File: src/rtl/lsu_retire_merge_pkg.sv
// Shared definitions for the LSU retire merge: wavefront sizing and the
// completion-source encoding used by the round-robin arbiter.
package lsu_retire_merge_pkg;

    localparam int unsigned WF_PER_CU  = 40;
    localparam int unsigned WFID_WIDTH = 6;

    // Completion source; also the encoding of the arbiter's last-grant bit.
    typedef enum logic {
        SRC_SGPR = 1'b0,
        SRC_VGPR = 1'b1
    } src_e;

endpackage

File: src/rtl/lsu_done_fifo.sv
// Per-source FIFO of completed wavefront ids.  A push into a full FIFO is
// accepted only when the same FIFO is popped in that cycle; otherwise it is
// dropped and flagged on 'drop'.
module lsu_done_fifo
    import lsu_retire_merge_pkg::*;
#(
    parameter int unsigned DEPTH  = 8,
    parameter int unsigned WFID_W = WFID_WIDTH
) (
    input  logic              clk,
    input  logic              rst,
    input  logic              push,
    input  logic [WFID_W-1:0] din,
    input  logic              pop,
    output logic [WFID_W-1:0] dout,
    output logic              empty,
    output logic              full,
    output logic              drop
);

    localparam int unsigned PTR_W = $clog2(DEPTH);
    localparam int unsigned CNT_W = PTR_W + 1;

    logic [PTR_W-1:0]  rd_ptr_q, rd_ptr_d;
    logic [PTR_W-1:0]  wr_ptr_q, wr_ptr_d;
    logic [CNT_W-1:0]  count_q, count_d;
    logic [WFID_W-1:0] mem_q [DEPTH];
    logic              wr_en;
    logic              rd_en;

    assign full  = (count_q == CNT_W'(DEPTH));
    assign empty = (count_q == '0);
    assign drop  = push && full && !pop;
    assign dout  = mem_q[rd_ptr_q];

    // Pointer and occupancy update; pointers wrap naturally modulo DEPTH.
    // When full with a same-cycle pop, the write lands on the slot being
    // read, which is safe because dout is taken before the edge.
    always_comb begin
        wr_en    = push && (!full || pop);
        rd_en    = pop && !empty;
        rd_ptr_d = rd_ptr_q;
        wr_ptr_d = wr_ptr_q;
        count_d  = count_q;
        if (wr_en) wr_ptr_d = wr_ptr_q + 1'b1;
        if (rd_en) rd_ptr_d = rd_ptr_q + 1'b1;
        case ({wr_en, rd_en})
            2'b10:   count_d = count_q + 1'b1;
            2'b01:   count_d = count_q - 1'b1;
            default: count_d = count_q;
        endcase
    end

    // Pointer/count registers, cleared asynchronously.
    always_ff @(posedge clk or negedge rst) begin
        if (!rst) begin
            rd_ptr_q <= '0;
            wr_ptr_q <= '0;
            count_q  <= '0;
        end else begin
            rd_ptr_q <= rd_ptr_d;
            wr_ptr_q <= wr_ptr_d;
            count_q  <= count_d;
        end
    end

    // Storage array; contents are don't-care while the count says empty.
    always_ff @(posedge clk) begin
        if (wr_en) mem_q[wr_ptr_q] <= din;
    end

endmodule

File: src/rtl/lsu_retire_merge.sv
// Merges SGPR-retire and VGPR-write-done completions into one lsu_done
// pulse stream for the memory-wait tracker, one retire per cycle, with
// round-robin arbitration between the two buffered sources.
module lsu_retire_merge
    import lsu_retire_merge_pkg::*;
#(
    parameter int unsigned DEPTH  = 8,
    parameter int unsigned WFID_W = WFID_WIDTH
) (
    input  logic              clk,
    input  logic              rst,
    input  logic              sgpr_done,
    input  logic [WFID_W-1:0] sgpr_done_wfid,
    input  logic              vgpr_done,
    input  logic [WFID_W-1:0] vgpr_done_wfid,
    output logic              sgpr_full,
    output logic              vgpr_full,
    output logic              lsu_done,
    output logic [WFID_W-1:0] lsu_done_wfid,
    output logic              overflow_err
);

    logic [WFID_W-1:0] s_head, v_head;
    logic              s_empty, v_empty;
    logic              s_drop, v_drop;
    logic              grant_s, grant_v;

    src_e              last_grant_q, last_grant_d;
    logic              done_q, done_d;
    logic [WFID_W-1:0] wfid_q, wfid_d;
    logic              overflow_q, overflow_d;

    lsu_done_fifo #(.DEPTH(DEPTH), .WFID_W(WFID_W)) u_sgpr_fifo (
        .clk   (clk),
        .rst   (rst),
        .push  (sgpr_done),
        .din   (sgpr_done_wfid),
        .pop   (grant_s),
        .dout  (s_head),
        .empty (s_empty),
        .full  (sgpr_full),
        .drop  (s_drop)
    );

    lsu_done_fifo #(.DEPTH(DEPTH), .WFID_W(WFID_W)) u_vgpr_fifo (
        .clk   (clk),
        .rst   (rst),
        .push  (vgpr_done),
        .din   (vgpr_done_wfid),
        .pop   (grant_v),
        .dout  (v_head),
        .empty (v_empty),
        .full  (vgpr_full),
        .drop  (v_drop)
    );

    // Round-robin grant: a lone requester wins, a tie goes to the source
    // that was not granted last.
    always_comb begin
        grant_s = 1'b0;
        grant_v = 1'b0;
        if (!s_empty && !v_empty) begin
            if (last_grant_q == SRC_VGPR) grant_s = 1'b1;
            else                          grant_v = 1'b1;
        end else begin
            grant_s = !s_empty;
            grant_v = !v_empty;
        end
    end

    // Next state for the output register, last-grant bit and sticky overflow.
    always_comb begin
        last_grant_d = last_grant_q;
        done_d       = 1'b0;
        wfid_d       = wfid_q;
        overflow_d   = overflow_q | s_drop | v_drop;
        if (grant_s) begin
            last_grant_d = SRC_SGPR;
            done_d       = 1'b1;
            wfid_d       = s_head;
        end else if (grant_v) begin
            last_grant_d = SRC_VGPR;
            done_d       = 1'b1;
            wfid_d       = v_head;
        end
    end

    // Output and arbiter state registers, cleared asynchronously.
    always_ff @(posedge clk or negedge rst) begin
        if (!rst) begin
            last_grant_q <= SRC_VGPR;
            done_q       <= 1'b0;
            wfid_q       <= '0;
            overflow_q   <= 1'b0;
        end else begin
            last_grant_q <= last_grant_d;
            done_q       <= done_d;
            wfid_q       <= wfid_d;
            overflow_q   <= overflow_d;
        end
    end

    assign lsu_done      = done_q;
    assign lsu_done_wfid = wfid_q;
    assign overflow_err  = overflow_q;

endmodule
File: config.mk
export PLATFORM = sky130hd
export DESIGN_NAME = lsu_retire_merge
export DESIGN_NICKNAME = d
export VERILOG_FILES = /design/src/rtl/lsu_retire_merge_pkg.sv /design/src/rtl/lsu_done_fifo.sv /design/src/rtl/lsu_retire_merge.sv
export SDC_FILE = /design/constraint.sdc
export NUM_CORES = 1
export LEC_CHECK = 0
export ABC_CLOCK_PERIOD_IN_PS = 3310
export CELL_PAD_IN_SITES_DETAIL_PLACEMENT = 1
export CELL_PAD_IN_SITES_GLOBAL_PLACEMENT = 1
export CORE_UTILIZATION = 51
export CTS_CLUSTER_DIAMETER = 60
export CTS_CLUSTER_SIZE = 16
export DETAILED_ROUTE_END_ITERATION = 16
export HOLD_SLACK_MARGIN = 0.06
export PLACE_DENSITY = 0.82
export SYNTH_ARGS = -nofsm -noshare
export SYNTH_HDL_FRONTEND = slang
export SYNTH_SLANG_ARGS = --single-unit
File: constraint.sdc
create_clock -name clk -period 3.31 [get_ports clk]
set_input_delay 0.662 -clock clk [delete_from_list [all_inputs] [get_ports clk]]
set_output_delay 0.662 -clock clk [all_outputs]
set_load 0.1 [all_outputs]
Word-level counts from Yosys, hierarchy flattened
Memory sizes are Yosys's and may differ from the RTL's.
Index checks and enable logic that the tools add are counted.
{ "classes": {"addsub": 8, "eq_ne": 6, "muxes": 16, "bitwise_logic": 2, "reduce_logical": 22} }
{ "op_table": {"columns": ["op", "n"], "rows": [
  ["$pmux W4 S2", 2],
  ["$add A3 B1 Y3 const B", 4],
  ["$mux W1", 12],
  ["$mux W6", 2],
  ["$logic_and A1 B1 Y1", 9],
  ["$add A4 B1 Y4 const B", 2],
  ["$eq A4 B4 Y1 const B", 2],
  ["$logic_not A4 Y1", 2],
  ["$sub A4 B1 Y4 const B", 2],
  ["$logic_not A1 Y1", 6],
  ["$reduce_bool A2 Y1", 3],
  ["$eq A2 B1 Y1 const B", 2],
  ["$eq A2 B2 Y1 const B", 2],
  ["$logic_or A1 B1 Y1", 2],
  ["$or A1 B1 Y1", 2]
]} }
{ "totals": {"reg_bits": 29, "ram_bits": 96, "in_bits": 16, "out_inout_bits": 10, "word_cells": 66, "n_memories": 2} }
{ "mem_list": {"columns": ["memory", "words", "width", "read_ports", "rd_ports_with_merged_regs", "wr", "line", "rtl"], "rows": [
  ["u_sgpr_fifo.mem_q", 8, 6, 1, 0, 1, "lsu_done_fifo.sv:27", "logic [WFID_W-1:0] mem_q [DEPTH];"],
  ["u_vgpr_fifo.mem_q", 8, 6, 1, 0, 1, "lsu_done_fifo.sv:27", null]
]} }

Depth between registers and ports, before layout
{ "logic_depth": {"depth_word": 8, "ltp_mapped": 11, "mapped_depth_nobuf": 10} }

Cells and area by module
Synthesis repeated with hierarchy kept, for this count alone.
{ "unflattened": {"hier_cells": 320, "area_unflattened_um2": 5492.8} }
{ "by_module_without_submodules": {"columns": ["module", "instances", "cells_per_inst", "area_each_um2", "seq_area_each_um2"], "rows": [
  ["lsu_done_fifo (u_vgpr_fifo)", 1, 138, 2487.4, 1691.6],
  ["lsu_done_fifo (u_sgpr_fifo)", 1, 137, 2478.6, 1691.6],
  ["lsu_retire_merge", 1, 45, 526.8, 226.5]
]} }

Worst setup path after synthesis
No wires, ideal clock.
{ "synth_path": {"path_kind": "register to register", "start": "register u_vgpr_fifo.count_q[2]", "end": "register u_vgpr_fifo.count_q[2]", "setup_ps": 134, "t_arrival_ps": 3841, "required_time_ps": 3176, "setup_slack_ps": -665, "path_stages_with_launch": 12, "path_buffers": 1, "period_less_slack_ps": 3975, "cell_sequence": "dfrtp_1 > clkbuf_1 > nor4b_2 > a21boi_4 > inv_2 > ha_1 > xor2_1 > ha_1 > a21oi_1 > xor2_1 > nor2_1 > xor2_1"} }
{ "synth_between": {"word_cells_on_any_way": 15, "classes_between": "add/sub (2); eq/ne (3); mux (2); reduce/logical (8)"} }
{ "synth_lines": {"columns": ["item", "line", "rtl"], "rows": [
  ["start: declaration", "lsu_done_fifo.sv:26", "logic [CNT_W-1:0] count_q, count_d;"],
  ["start signal: assignment", "lsu_done_fifo.sv:63", "count_q <= count_d;"],
  ["$eq A4 B4 Y1 *", "lsu_done_fifo.sv:31", "assign full = (count_q == CNT_W'(DEPTH));"],
  ["via vgpr_full", "lsu_retire_merge.sv:17", "output logic vgpr_full,"],
  ["$logic_not A1 Y1 *", "lsu_done_fifo.sv:40", "wr_en = push && (!full || pop);"],
  ["$logic_or A1 B1 Y1 *", "lsu_done_fifo.sv:40", null],
  ["$logic_and A1 B1 Y1 *", "lsu_done_fifo.sv:40", null],
  ["$eq A2 B1 Y1 / $eq A2 B2 Y1 (equally long branches)", "lsu_done_fifo.sv:47", "case ({wr_en, rd_en})"],
  ["$pmux W4 S2 / $reduce_bool A2 Y1 (equally long branches)", null, null]
]} }
The timed path passes the listed nets; every way through them passes the cells marked *.
A chain may end at the register's enable or synchronous reset.

Worst setup path in the final report
{ "layout_path": {"start": "register u_sgpr_fifo.count_q[2]", "end": "register u_sgpr_fifo.count_q[2]"} }
{ "layout_between": {"elab_chain_len": 8, "word_cells_on_any_way": 15, "classes_between": "add/sub (2); eq/ne (3); mux (2); reduce/logical (8)"} }
{ "layout_lines": {"columns": ["item", "line", "rtl"], "rows": [
  ["start: declaration", "lsu_done_fifo.sv:26", null],
  ["start signal: assignment", "lsu_done_fifo.sv:63", null],
  ["$logic_not A4 Y1", "lsu_done_fifo.sv:32", "assign empty = (count_q == '0);"],
  ["$logic_not A1 Y1", "lsu_done_fifo.sv:41, lsu_retire_merge.sv:62, lsu_retire_merge.sv:66", null],
  ["$logic_and A1 B1 Y1", "lsu_retire_merge.sv:62", "if (!s_empty && !v_empty) begin"],
  ["$mux W1", "lsu_retire_merge.sv:62", null],
  ["$logic_or A1 B1 Y1", "lsu_done_fifo.sv:40", null],
  ["$logic_and A1 B1 Y1", "lsu_done_fifo.sv:40", null],
  ["$eq A2 B1 Y1 / $eq A2 B2 Y1 (equally long branches)", "lsu_done_fifo.sv:47", null],
  ["$pmux W4 S2 / $reduce_bool A2 Y1 (equally long branches)", null, null]
]} }
Several ways; a longest one is shown, not always the timed one.

==> key figures <==
Worst hold path
  • Worst Hold Class: flip-flop to flip-flop

Power and ir drop
  • NetSw: 2.43 mW
  • LEAKAGE: 2.25 nW
  • Power per cell area: 1050 nW/um^2
  • Clock share of power: 0.278
  • Sequential Power Share: 0.388
  • P_int: 4.19 mW
  • Sw frac: 0.367
  • Comb pwr share: 0.334
  • Worst vdd ir: 0.589 mV

Global routing
  • First-pass GRT wire length: 18300 microns
  • Total gr overflow: 0
  • Number of global-route vias before repair: 3119
  • Antenna violations before repair: 0
  • Largest net degree at the start of global routing: 30
  • GR Util All Layers: 0.251

Floorplan
  • Die area: 10700 sq um
  • FP Rows: 36
  • I/O pin total: 26
  • Starting Density: 0.532
  • Chip width: 103 microns
  • Die height: 103 microns
  • Core area: 9860 sq um

Place
  • DP Worst Slack: 468 ps
  • Post-DP HPWL: 7640 microns
  • Post-Place Cells: 456
  • Port-buffer cells: 25
  • GP Congestion: 0.746

Cells and area
  • # diodes: 0
  • Share of post-route cells with drive strength above 1: 0.270
  • Area grow syn2layout: 19.9%
  • Filler cells: 861
  • Non-Filler Instances: 488
  • Final nets: 368
  • Area of the multi-input gates: 1570 sq um
  • FF/Latch Area: 3610 sq um

Worst setup path
  • Most frequent CP cell: xor2_1
  • WP data arrival: 3270 ps
  • Critical Path, Cell by Cell: or4b_4 > o31ai_4 > ha_1 > xor2_1 > ha_1 > a21oi_1 > xor2_1 > nor2_1 > xor2_1
  • Slowest CP cell: or4b_4
  • Worst Path Required: 3700 ps
  • Worst path bufs/invs: 0
  • CP max FO: 9
  • Kind of cell adding the most delay to the critical path: simple AND/OR/NAND/NOR gates
  • Worst Setup End Kind: flip-flop
  • Crit Path Class: flip-flop to flip-flop
  • CP Launch Type: flip-flop
  • Delay of the slowest critical-path stage: 610 ps

Synth
  • Net count after synthesis: 321
  • Register area share after synthesis: 0.688
  • Synth async-reset ratio: 0.232
  • Main synth FF type: edfxtp_1
  • EDFF count, synth: 96
  • Mean area per synthesized cell: 17.8 sq um
  • Post-Synthesis Cells: 295
  • Synth Warn #: 0
  • Unique masters post-synth: 45
  • #FFs+latches synth: 125
  • Mapped Area: 5250 sq um

Timing
  • Setup TNS: 0 ps
  • Slew HR: 0.465
  • Tightest Pin Transition: 802 ps
  • Slew Limit Fails: 0
  • Final setup viols: 0
  • Final Cycle Share: 0.868
  • Final Hold Fails: 0
  • Final worst setup slack: 436 ps
  • Clock Skews: 9.57 ps
  • Max frequency: 348 MHz
  • RSZ-0062 raised after global routing: false
  • Min Clock Period, post-route: 2870 ps

Route
  • Routed vias/inst: 5.83
  • Met2 wire length: 6540 microns
  • Top layer in use: met4
  • M1 wire length: 4870 microns
  • Detail Route Antenna Nets: 0
  • Avg WL per Cell: 24.6 microns
  • Met3 wire len: 391 microns
  • 1st-pass router iterations: 4
  • Detailed-route wire length: 12000 microns
  • Initial DRC Count: 125
  • # DRC: 0
  • Vias post-DR: 2847

Clock tree
  • Post-CTS Resized: 0
  • Setup Buffers After CTS: 0
  • Htree depth: 4
  • Clk root buf: clkbuf_8
  • Reg clk slew, reported paths: 60 ps
  • Worst-case clock buffer depth: 2
  • Worst-Skew Late Latency: 520 ps
  • Clock Sinks: 125
  • Hold-fix buffers, CTS: 0
  • CTS Buf Count: 17
  • CTS tree: yes

Outcome
  • Status: completed

Run
  • Maxcap violations: 0
layer usage:
layer,vias to the layer above,track usage
met2,65,0.437
met5,-,0
li1,1270,-
met4,0,0.0834
met1,1495,0.306
met3,17,0.0645
through the flow:
stage	total power [mW]	cell area, sq um	util	hold slack, ps
5_1_grt	6.91	6290	0.638	538
6_report	6.62	6290	0.638	496
4_1_cts	6.68	6290	0.638	508
3_3_place_gp	4.61	5700	0.578	480
3_5_place_dp	4.77	5700	0.578	481
2_1_floorplan	4.11	5260	-	366
worst reg2reg max path, cell delays in order (launching register included):
cell	delay [ps]
dfrtp_1	480
or4b_4	610
o31ai_4	470
ha_1	360
xor2_1	100
ha_1	190
a21oi_1	150
xor2_1	170
nor2_1	70
xor2_1	140
cell type report:
cell class                 instances  share of cell area
sequential                       125               0.574
clock buffer                      19              0.0670
timing repair buffer              40              0.0537
multi-input combinational        154               0.250
clock inverter                    13              0.0265
tap                              133              0.0265
inverter                           4             0.00239
final timing paths:
check	start	end	slack, ps	cells after the start
max	u_sgpr_fifo.count_q[2]$_DFFE_PN0P_	u_sgpr_fifo.count_q[2]$_DFFE_PN0P_	440	9
min	overflow_err$_DFF_PN0_	overflow_err$_DFF_PN0_	500	2
max reg2reg	u_sgpr_fifo.count_q[2]$_DFFE_PN0P_	u_sgpr_fifo.count_q[2]$_DFFE_PN0P_	440	9
min reg2reg	overflow_err$_DFF_PN0_	overflow_err$_DFF_PN0_	500	2
max in group asynchronous	rst	last_grant_q$_DFFE_PN1P_	2440	2
min in group asynchronous	rst	u_vgpr_fifo.wr_ptr_q[1]$_DFFE_PN0P_	550	2
registers in the layout (all words and copies together), names as in the netlist, 3 cells and up:
register / flops
lsu_done_wfid: 6
u_sgpr_fifo.count_q: 4
u_sgpr_fifo.mem_q: 48
u_sgpr_fifo.rd_ptr_q: 3
u_sgpr_fifo.wr_ptr_q: 3
u_vgpr_fifo.count_q: 4
u_vgpr_fifo.mem_q: 48
u_vgpr_fifo.rd_ptr_q: 3
u_vgpr_fifo.wr_ptr_q: 3
kinds of logic after synthesis:
kind of cell,after synthesis,synth area share
flops,125,0.688
simple gates,57,0.0641
mux,41,0.138
compound gates,29,0.0441
xor+xnor,17,0.0284
buf+inv,16,0.0141
fa+ha+maj,10,0.0238
synthesized netlist by cell type, types with 2 or more instances:
cell / n / share of area
mux4_2: 24 / 0.10
inv_1: 3 / 0.0021
edfxtp_1: 96 / 0.55
a211oi_1: 2 / 0.0029
nor4_1: 3 / 0.0036
clkbuf_1: 6 / 0.0043
xnor2_1: 7 / 0.012
dfrtp_1: 28 / 0.13
xor2_1: 10 / 0.017
ha_1: 10 / 0.024
nand4b_1: 2 / 0.0033
nor3_1: 8 / 0.0076
nor3b_1: 4 / 0.0057
mux2i_1: 11 / 0.021
a21oi_1: 4 / 0.0038
nand3b_1: 2 / 0.0029
buf_2: 5 / 0.0048
o211a_1: 5 / 0.0095
nand2_1: 15 / 0.011
mux2_2: 5 / 0.011
nor4_2: 2 / 0.0048
o21ai_0: 8 / 0.0076
nand2b_1: 5 / 0.0060
nor2_1: 9 / 0.0064
layout by cell type (no fill, tap or decap), drive strengths merged, types with 2 or more instances in the layout:
cell           synthesis  layout
buf                    6      25
nand3b                 2       2
nor2                  10      10
clkinvlp               0       3
nor3                   8       8
nand4b                 2       2
inv                    4       6
mux2                   6       6
clkbuf                 6      19
ha                    10      10
nor3b                  4       4
edfxtp                96      96
xnor2                  7       7
a21oi                  5       5
xor2                  10      10
nand2b                 5       5
o211a                  5       5
mux4                  24      24
clkinv                 0       5
nor4b                  2       2
dfrtp                 28      28
or4                    2       2
mux2i                 11      11
clkdlybuf4s50          0      15
nand2                 15      15
bufinv                 0       3
nor4                   5       5
o21ai                  8       8
a211oi                 2       2
power groups by stage:
stage          Clock [mW]  Combinational, mW  Sequential [mW]
2_1_floorplan           0               1.52             2.60
3_3_place_gp            0               2.07             2.54
3_5_place_dp            0               2.19             2.59
4_1_cts              1.87               2.24             2.57
5_1_grt              1.93               2.36             2.62
6_report             1.84               2.21             2.57
Note: power is estimated with default switching activity, not from simulation.
